<file path="config.mk">
export PLATFORM = sky130hd
export DESIGN_NAME = io_input_cond
export DESIGN_NICKNAME = d
export VERILOG_FILES = /design/src/rtl/io_input_cond.sv
export SDC_FILE = /design/constraint.sdc
export NUM_CORES = 1
export LEC_CHECK = 0
export ABC_AREA = 1
export BUFFER_PORTS_ARGS = -buffer_cell sky130_fd_sc_hd__buf_2
export CORE_MARGIN = 2
export CORE_UTILIZATION = 28
export DETAILED_ROUTE_END_ITERATION = 6
export PLACE_DENSITY_LB_ADDON = 0.2
export SLEW_MARGIN = 20
export SYNTH_ARGS = -nofsm -noshare
export SYNTH_HDL_FRONTEND = slang
export SYNTH_SLANG_ARGS = --single-unit
</file>
<file path="constraint.sdc">
create_clock -name i_clk -period 5.6 [get_ports i_clk]
set_input_delay 0.84 -clock i_clk [delete_from_list [all_inputs] [get_ports i_clk]]
set_output_delay 0.84 -clock i_clk [all_outputs]
set_load 0.01 [all_outputs]
</file>
<file path="src/rtl/io_input_cond.sv">
// rtl/io_input_cond.sv - switch synchroniser and button debouncer for the LSU input-peripheral path
//
// Purpose:
//   Synchronises the raw board switches into the core clock domain.
//   Synchronises and debounces the push buttons.
//   Optionally adds sticky press flags and one-cycle press pulses.
//
// Optional feature macro:
//   IO_INPUT_COND_EDGE_EN - when defined, the press flags/pulses are built.
//                           When undefined, o_btn_press/o_btn_pulse are tied
//                           to 0 and i_press_clr is ignored.
//
// Ports:
//   i_clk        - core clock
//   i_rst        - asynchronous active-high reset
//   i_sw_raw     - asynchronous switch pins
//   i_btn_raw    - asynchronous button pins (active low when BTN_ACTIVE_LOW=1)
//   i_press_clr  - per-bit synchronous clear of the sticky press flags
//   o_io_sw      - synchronised switches
//   o_io_btn     - debounced active-high buttons
//   o_btn_press  - sticky flag, set on a debounced press
//   o_btn_pulse  - one-cycle pulse on a debounced press

module io_input_cond #(
  parameter int SW_WIDTH        = 32,
  parameter int BTN_WIDTH       = 4,
  parameter int DEBOUNCE_CYCLES = 500000,
  parameter bit BTN_ACTIVE_LOW  = 1'b1
) (
  input  logic                 i_clk,
  input  logic                 i_rst,
  input  logic [SW_WIDTH-1:0]  i_sw_raw,
  input  logic [BTN_WIDTH-1:0] i_btn_raw,
  input  logic [BTN_WIDTH-1:0] i_press_clr,
  output logic [SW_WIDTH-1:0]  o_io_sw,
  output logic [BTN_WIDTH-1:0] o_io_btn,
  output logic [BTN_WIDTH-1:0] o_btn_press,
  output logic [BTN_WIDTH-1:0] o_btn_pulse
);

  // Counter only has to reach DEBOUNCE_CYCLES-1, so clog2 bits suffice.
  localparam int CNT_W = (DEBOUNCE_CYCLES > 1) ? $clog2(DEBOUNCE_CYCLES) : 1;
  localparam logic [CNT_W-1:0] CNT_LAST = CNT_W'(DEBOUNCE_CYCLES - 1);

  // ---------------------------------------------------------------------------
  // Switches: plain 2-flop synchroniser
  // ---------------------------------------------------------------------------
  logic [SW_WIDTH-1:0] sw_meta;
  logic [SW_WIDTH-1:0] sw_sync;

  always_ff @(posedge i_clk or posedge i_rst) begin
    if (i_rst) begin
      sw_meta <= '0;
      sw_sync <= '0;
    end else begin
      sw_meta <= i_sw_raw;
      sw_sync <= sw_meta;
    end
  end

  assign o_io_sw = sw_sync;

  // ---------------------------------------------------------------------------
  // Buttons: normalise to active-high before synchronising, so the reset
  // value 0 of the synchroniser always means "released".
  // ---------------------------------------------------------------------------
  logic [BTN_WIDTH-1:0] btn_in;
  logic [BTN_WIDTH-1:0] btn_meta;
  logic [BTN_WIDTH-1:0] btn_s;

  assign btn_in = BTN_ACTIVE_LOW ? ~i_btn_raw : i_btn_raw;

  always_ff @(posedge i_clk or posedge i_rst) begin
    if (i_rst) begin
      btn_meta <= '0;
      btn_s    <= '0;
    end else begin
      btn_meta <= btn_in;
      btn_s    <= btn_meta;
    end
  end

  // ---------------------------------------------------------------------------
  // Per-button debounce: q follows s only after s has disagreed with q for
  // DEBOUNCE_CYCLES consecutive cycles; any agreement restarts the count.
  // ---------------------------------------------------------------------------
  logic [BTN_WIDTH-1:0] q;
  logic [BTN_WIDTH-1:0] q_next;
  logic [CNT_W-1:0]     cnt      [BTN_WIDTH];
  logic [CNT_W-1:0]     cnt_next [BTN_WIDTH];

  always_comb begin
    for (int i = 0; i < BTN_WIDTH; i++) begin
      q_next[i]   = q[i];
      cnt_next[i] = '0;
      if (btn_s[i] != q[i]) begin
        if (cnt[i] == CNT_LAST) begin
          q_next[i] = btn_s[i];
        end else begin
          cnt_next[i] = cnt[i] + 1'b1;
        end
      end
    end
  end

  always_ff @(posedge i_clk or posedge i_rst) begin
    if (i_rst) begin
      q <= '0;
      for (int i = 0; i < BTN_WIDTH; i++) begin
        cnt[i] <= '0;
      end
    end else begin
      q <= q_next;
      for (int i = 0; i < BTN_WIDTH; i++) begin
        cnt[i] <= cnt_next[i];
      end
    end
  end

  assign o_io_btn = q;

  // ---------------------------------------------------------------------------
  // Press detection
  // ---------------------------------------------------------------------------
`ifdef IO_INPUT_COND_EDGE_EN
  logic [BTN_WIDTH-1:0] rise;
  logic [BTN_WIDTH-1:0] press_r;
  logic [BTN_WIDTH-1:0] pulse_r;

  // Registering rise lines the pulse up with the first cycle o_io_btn reads 1.
  assign rise = q_next & ~q;

  always_ff @(posedge i_clk or posedge i_rst) begin
    if (i_rst) begin
      press_r <= '0;
      pulse_r <= '0;
    end else begin
      // Set has priority over clear so a press coinciding with a clear is kept.
      press_r <= (press_r & ~i_press_clr) | rise;
      pulse_r <= rise;
    end
  end

  assign o_btn_press = press_r;
  assign o_btn_pulse = pulse_r;
`else
  logic unused_press_clr;
  assign unused_press_clr = ^i_press_clr;

  assign o_btn_press = '0;
  assign o_btn_pulse = '0;
`endif

endmodule

</file>
== After elaboration in Yosys (flattened, before gate mapping) ==
Index checks and enable logic that the tools add are counted.
Storage, ports and cells
  memories kept: 0
  flip-flop bits (word level): 152
  latch bits: 0
  word-level logic and storage cells: 37
  input port bits: 42
  RAM bits: 0
  bits in read-only memories: 0
Operators by class
  muxes and demuxes: 8
  shifts and indexed selects: 0
  order comparisons: 0
  multipliers: 0
  add/subtract/negate cells: 4
  reduce and logical (&&, ||, !) cells: 4
  bitwise gates (word level): 1
  eq/ne operators: 8
  divide/modulo/power cells: 0
Operators with widths (count)
  $mux 19: 8
  $add 19x1->19 const B: 4
  $eq 19x19->1 const B: 4
  $reduce_and 2->1: 4
  $ne 1x1->1: 4
  $not 4->4: 1

== Depth between registers and ports, before layout ==
  word-level depth: 3
  mapped depth: 8
  mapped depth without buffers: 8

== Worst setup path before layout ==
Ideal clock, no wire load.
  kind: register to register
  from: register cnt[38] (netlist bit)
  to: register cnt[50] (netlist bit)
  cell stages (with the launch flop): 8
  data arrival time: 1.152 ns
  required time: 5.480 ns
  setup slack: 4.328 ns
  setup time: 0.120 ns
  buffers on the path: 0
  cell sequence: dfrtp_1 > ha_1 > nand2_1 > nor2_1 > nand2_1 > nor2_4 > xor2_1 > nor2_1
RTL lines
  from (decl): line 89  | logic [CNT_W-1:0] cnt [BTN_WIDTH];
  from (signal, indexed assignment): line 115  | cnt[i] <= cnt_next[i];

== Final worst setup path ==
  from: register sw_sync[1] (netlist: o_io_sw[1])
  to: output port o_io_sw[1]
RTL lines
  from (decl): line 49  | logic [SW_WIDTH-1:0] sw_sync;
  from (signal assigned): line 57  | sw_sync <= sw_meta;
  to (decl): line 35  | output logic [SW_WIDTH-1:0] o_io_sw,
No word-level cell between the ends.

==> impl_metrics.ini <==
[grt]
globalRouteOverflowTotal = 0
largest_net_degree_at_the_start_of_global_routing = 58
grtUsageTotal = 0.1186
initial_antenna_violation_count = 0
grt_first_pass_wirelength_um = 22760
number_of_global_route_vias_before_repair = 4717

[timing]
setup-violations-final = 0
slew_headroom = 0.5208
clock.fmax_ghz = 0.5426
unrepaired_setup_endpoints_after_global_routing = no
post-route-min-period_ns = 1.843
fin_crit_sh = 0.3291
final-max-slew-violation-count = 0
tns_ns = 0
fin_hold_ws_ns = 0.3447
worst_pin_slew_ns = 0.7188
report.final.hold_viol_count = 0
finalClockSkew_ns = 0.007183

[clock_network]
clk_latency_ns = 0.42
tritoncts = yes
tritoncts.num_buffers = 17
clockRootBuffer = sky130_fd_sc_hd__clkbuf_16
cts_num_sinks = 152
post_cts_buffers = 0
cts_repair_resize_count = 0
clk_path_buf_depth = 2
ctsHtreeMaxLevel = 4
hold_buffers = 0
clkTransAtPathRegs_ns = 0.06

[yosys]
avgSynthCellArea_um2 = 9.088
ys.flop_type = sky130_fd_sc_hd__dfrtp_1
yosys.cell_types.count = 31
synth_edf_count = 0
mappedNetlistArea_um2 = 6561
post_synthesis_register_bit_count = 152
sequential_share_of_the_synthesized_area = 0.5797
synthCells = 722
synth-async-reset-ratio = 1.000
synth.yosys.warnings = 0

[die]
initial_core_util = 0.2821
rows = 56
core_region_area_um2 = 23260
die_area_um2 = 24670
die_w_um = 157.1
dieHeight_um = 157.1
io-pin-count = 86

[critical_path]
timing.critical_path.max_delay_family = flip-flops
worst_path_max_delay_cell = sky130_fd_sc_hd__dfrtp_1
required_ns = 4.76
crit_type = reg2out
setup.worst_path.end_class = output pin
worstPathCellList = buf_2
worstPathArrival_ns = 1.00
cp_max_fo = 1
max_stage_delay_ns = 0.42
critical_path.n_buffers_inverters = 1
setup.worst_path.start_class = register

[detailed_routing]
avgRoutedWirePerCell_um = 11.70
drcViolationCount = 0
avgViaCountPerCell = 4.061
detail-route-antenna-nets = 0
detailroute.via_count = 4642
drt_iter0_markers = 260
finalWirelength_um = 13370
drt-pass1-iter-count = 4

[placement]
place.port_buffers = 73
post-dp-hpwl_um = 9451
gpl.final_weighted_congestion = 0.7855

[finish]
final_core_utilization = 0.3400
fillCellCount = 2460
finish.net_count = 859
drive_above_1_share = 0.1869
antennaDiodeCount = 0
areaGrowthSynthToFinish_pct = 20.54
multi_input_area_um2 = 2432
seqCellArea_um2 = 3804

[min_path]
hold_wc_path_type = reg2reg

[pwr]
p_leak_uw = 0.003489
power_per_cell_area_nw_per_um2 = 306.3
peakVddDrop_mv = 0.1356

[flow_run]
max_cap_violations = 0

[run_status]
status = completed
## stage by stage
step / setup slack, ns / instances / instance area [um2] / power, uW
after CTS: 3.717 / 1143 / 7909 / 2472
after floorplan: 0.6669 / 729 / 6588 / 1213
after global routing: 3.703 / 1143 / 7909 / 2525
final: 3.757 / 1143 / 7909 / 2422
after detailed placement: 3.544 / 1113 / 7302 / 1254
after global placement: 3.503 / 1113 / 7302 / 1253
## cells in the final DEF, fill, tap and decap left out, types with 2 or more instances in the layout
cell type                    count
sky130_fd_sc_hd__a21oi_1        15
sky130_fd_sc_hd__and2_1          3
sky130_fd_sc_hd__buf_2          73
sky130_fd_sc_hd__buf_4           2
sky130_fd_sc_hd__bufinv_16       4
sky130_fd_sc_hd__clkbuf_16      17
sky130_fd_sc_hd__clkinv_2        4
sky130_fd_sc_hd__clkinv_4        3
sky130_fd_sc_hd__clkinvlp_4      2
sky130_fd_sc_hd__conb_1          8
sky130_fd_sc_hd__dfrtp_1       152
sky130_fd_sc_hd__ha_1            4
sky130_fd_sc_hd__inv_1          67
sky130_fd_sc_hd__inv_2           7
sky130_fd_sc_hd__nand2_1       125
sky130_fd_sc_hd__nand2_2        11
sky130_fd_sc_hd__nand2_4         2
sky130_fd_sc_hd__nand3_1        53
sky130_fd_sc_hd__nand3_2         2
sky130_fd_sc_hd__nand3b_1        3
sky130_fd_sc_hd__nand4_1         5
sky130_fd_sc_hd__nor2_1        177
sky130_fd_sc_hd__nor2_2         13
sky130_fd_sc_hd__nor2_4          9
sky130_fd_sc_hd__nor3b_1         5
sky130_fd_sc_hd__o21ai_0         4
sky130_fd_sc_hd__o21ai_1         7
sky130_fd_sc_hd__xnor2_1        11
sky130_fd_sc_hd__xor2_1         25
sky130_fd_sc_hd__xor2_2          4
## registers in the layout, indices dropped and copies added (netlist names)
signal,flops
btn_meta,4
btn_s,4
cnt,76
o_io_btn,4
o_io_sw,32
sw_meta,32
## synth_stat cells, types with 2 or more instances
library cell	instances	share of area
sky130_fd_sc_hd__nor3b_1	5	0.0057
sky130_fd_sc_hd__inv_2	7	0.0040
sky130_fd_sc_hd__buf_4	8	0.0092
sky130_fd_sc_hd__nor2_4	9	0.015
sky130_fd_sc_hd__o21ai_1	7	0.0053
sky130_fd_sc_hd__buf_2	2	0.0015
sky130_fd_sc_hd__o21ai_0	4	0.0031
sky130_fd_sc_hd__nand4_1	5	0.0048
sky130_fd_sc_hd__xor2_1	25	0.033
sky130_fd_sc_hd__dfrtp_1	152	0.58
sky130_fd_sc_hd__nor2_1	177	0.10
sky130_fd_sc_hd__xor2_2	4	0.0099
sky130_fd_sc_hd__nand3_2	2	0.0031
sky130_fd_sc_hd__nor2_2	13	0.012
sky130_fd_sc_hd__xnor2_1	11	0.015
sky130_fd_sc_hd__nand2_4	2	0.0034
sky130_fd_sc_hd__ha_1	4	0.0076
sky130_fd_sc_hd__nand3_1	53	0.040
sky130_fd_sc_hd__a21oi_1	15	0.011
sky130_fd_sc_hd__and2_1	3	0.0029
sky130_fd_sc_hd__inv_1	68	0.039
sky130_fd_sc_hd__nand3b_1	3	0.0034
sky130_fd_sc_hd__nand2_1	125	0.072
sky130_fd_sc_hd__nand2_2	11	0.010
## per-layer routing
| layer | vias to the layer above | wire (um) | track usage |
|---|---|---|---|
| met5 | - | 0 | 0 |
| met4 | 0 | 172 | 0.04589 |
| met3 | 14 | 464 | 0.02836 |
| met2 | 73 | 6440 | 0.1997 |
| met1 | 2161 | 6295 | 0.1475 |
| li1 | 2394 | - | - |
## final timing paths
kind / from / endpoint / slack, ns / cells past startpoint
max reg2reg: cnt[38]$_DFF_PP0_ / cnt[55]$_DFF_PP0_ / 4.08 / 6
max in group asynchronous: i_rst / cnt[40]$_DFF_PP0_ / 4.08 / 3
max: o_io_sw[1]$_DFF_PP0_ / o_io_sw[1] / 3.76 / 1
min in group asynchronous: i_rst / o_io_sw[21]$_DFF_PP0_ / 0.42 / 2
min reg2reg: sw_meta[0]$_DFF_PP0_ / o_io_sw[0]$_DFF_PP0_ / 0.34 / 0
min: sw_meta[0]$_DFF_PP0_ / o_io_sw[0]$_DFF_PP0_ / 0.34 / 0
## logic make-up (layout without fill, tap and decap cells)
group,after synthesis,after routing,share of synthesized area
fa+ha+maj,4,4,0.007628
flops,152,152,0.5797
simple gates,411,411,0.2775
compound gates,29,29,0.02307
buf+inv,85,180,0.05359
xor+xnor,40,40,0.05797
other cells,1,8,0.0005715
## area by class of cell
type,count,area share
clock buffer,17,0.05379
multi-input combinational,492,0.3075
inverter,75,0.03623
clock inverter,13,0.02294
timing repair buffer,75,0.04809
tap,319,0.05047
sequential,152,0.4809
## power by group
part | total, uW | switching [uW] | internal [uW]
registers | 1140 | 13.1 | 1130
clock network | 1190 | 455 | 739
logic | 84.3 | 57.2 | 27.1
total | 2420 | 525 | 1900
Power figures use the tool's default switching activity.
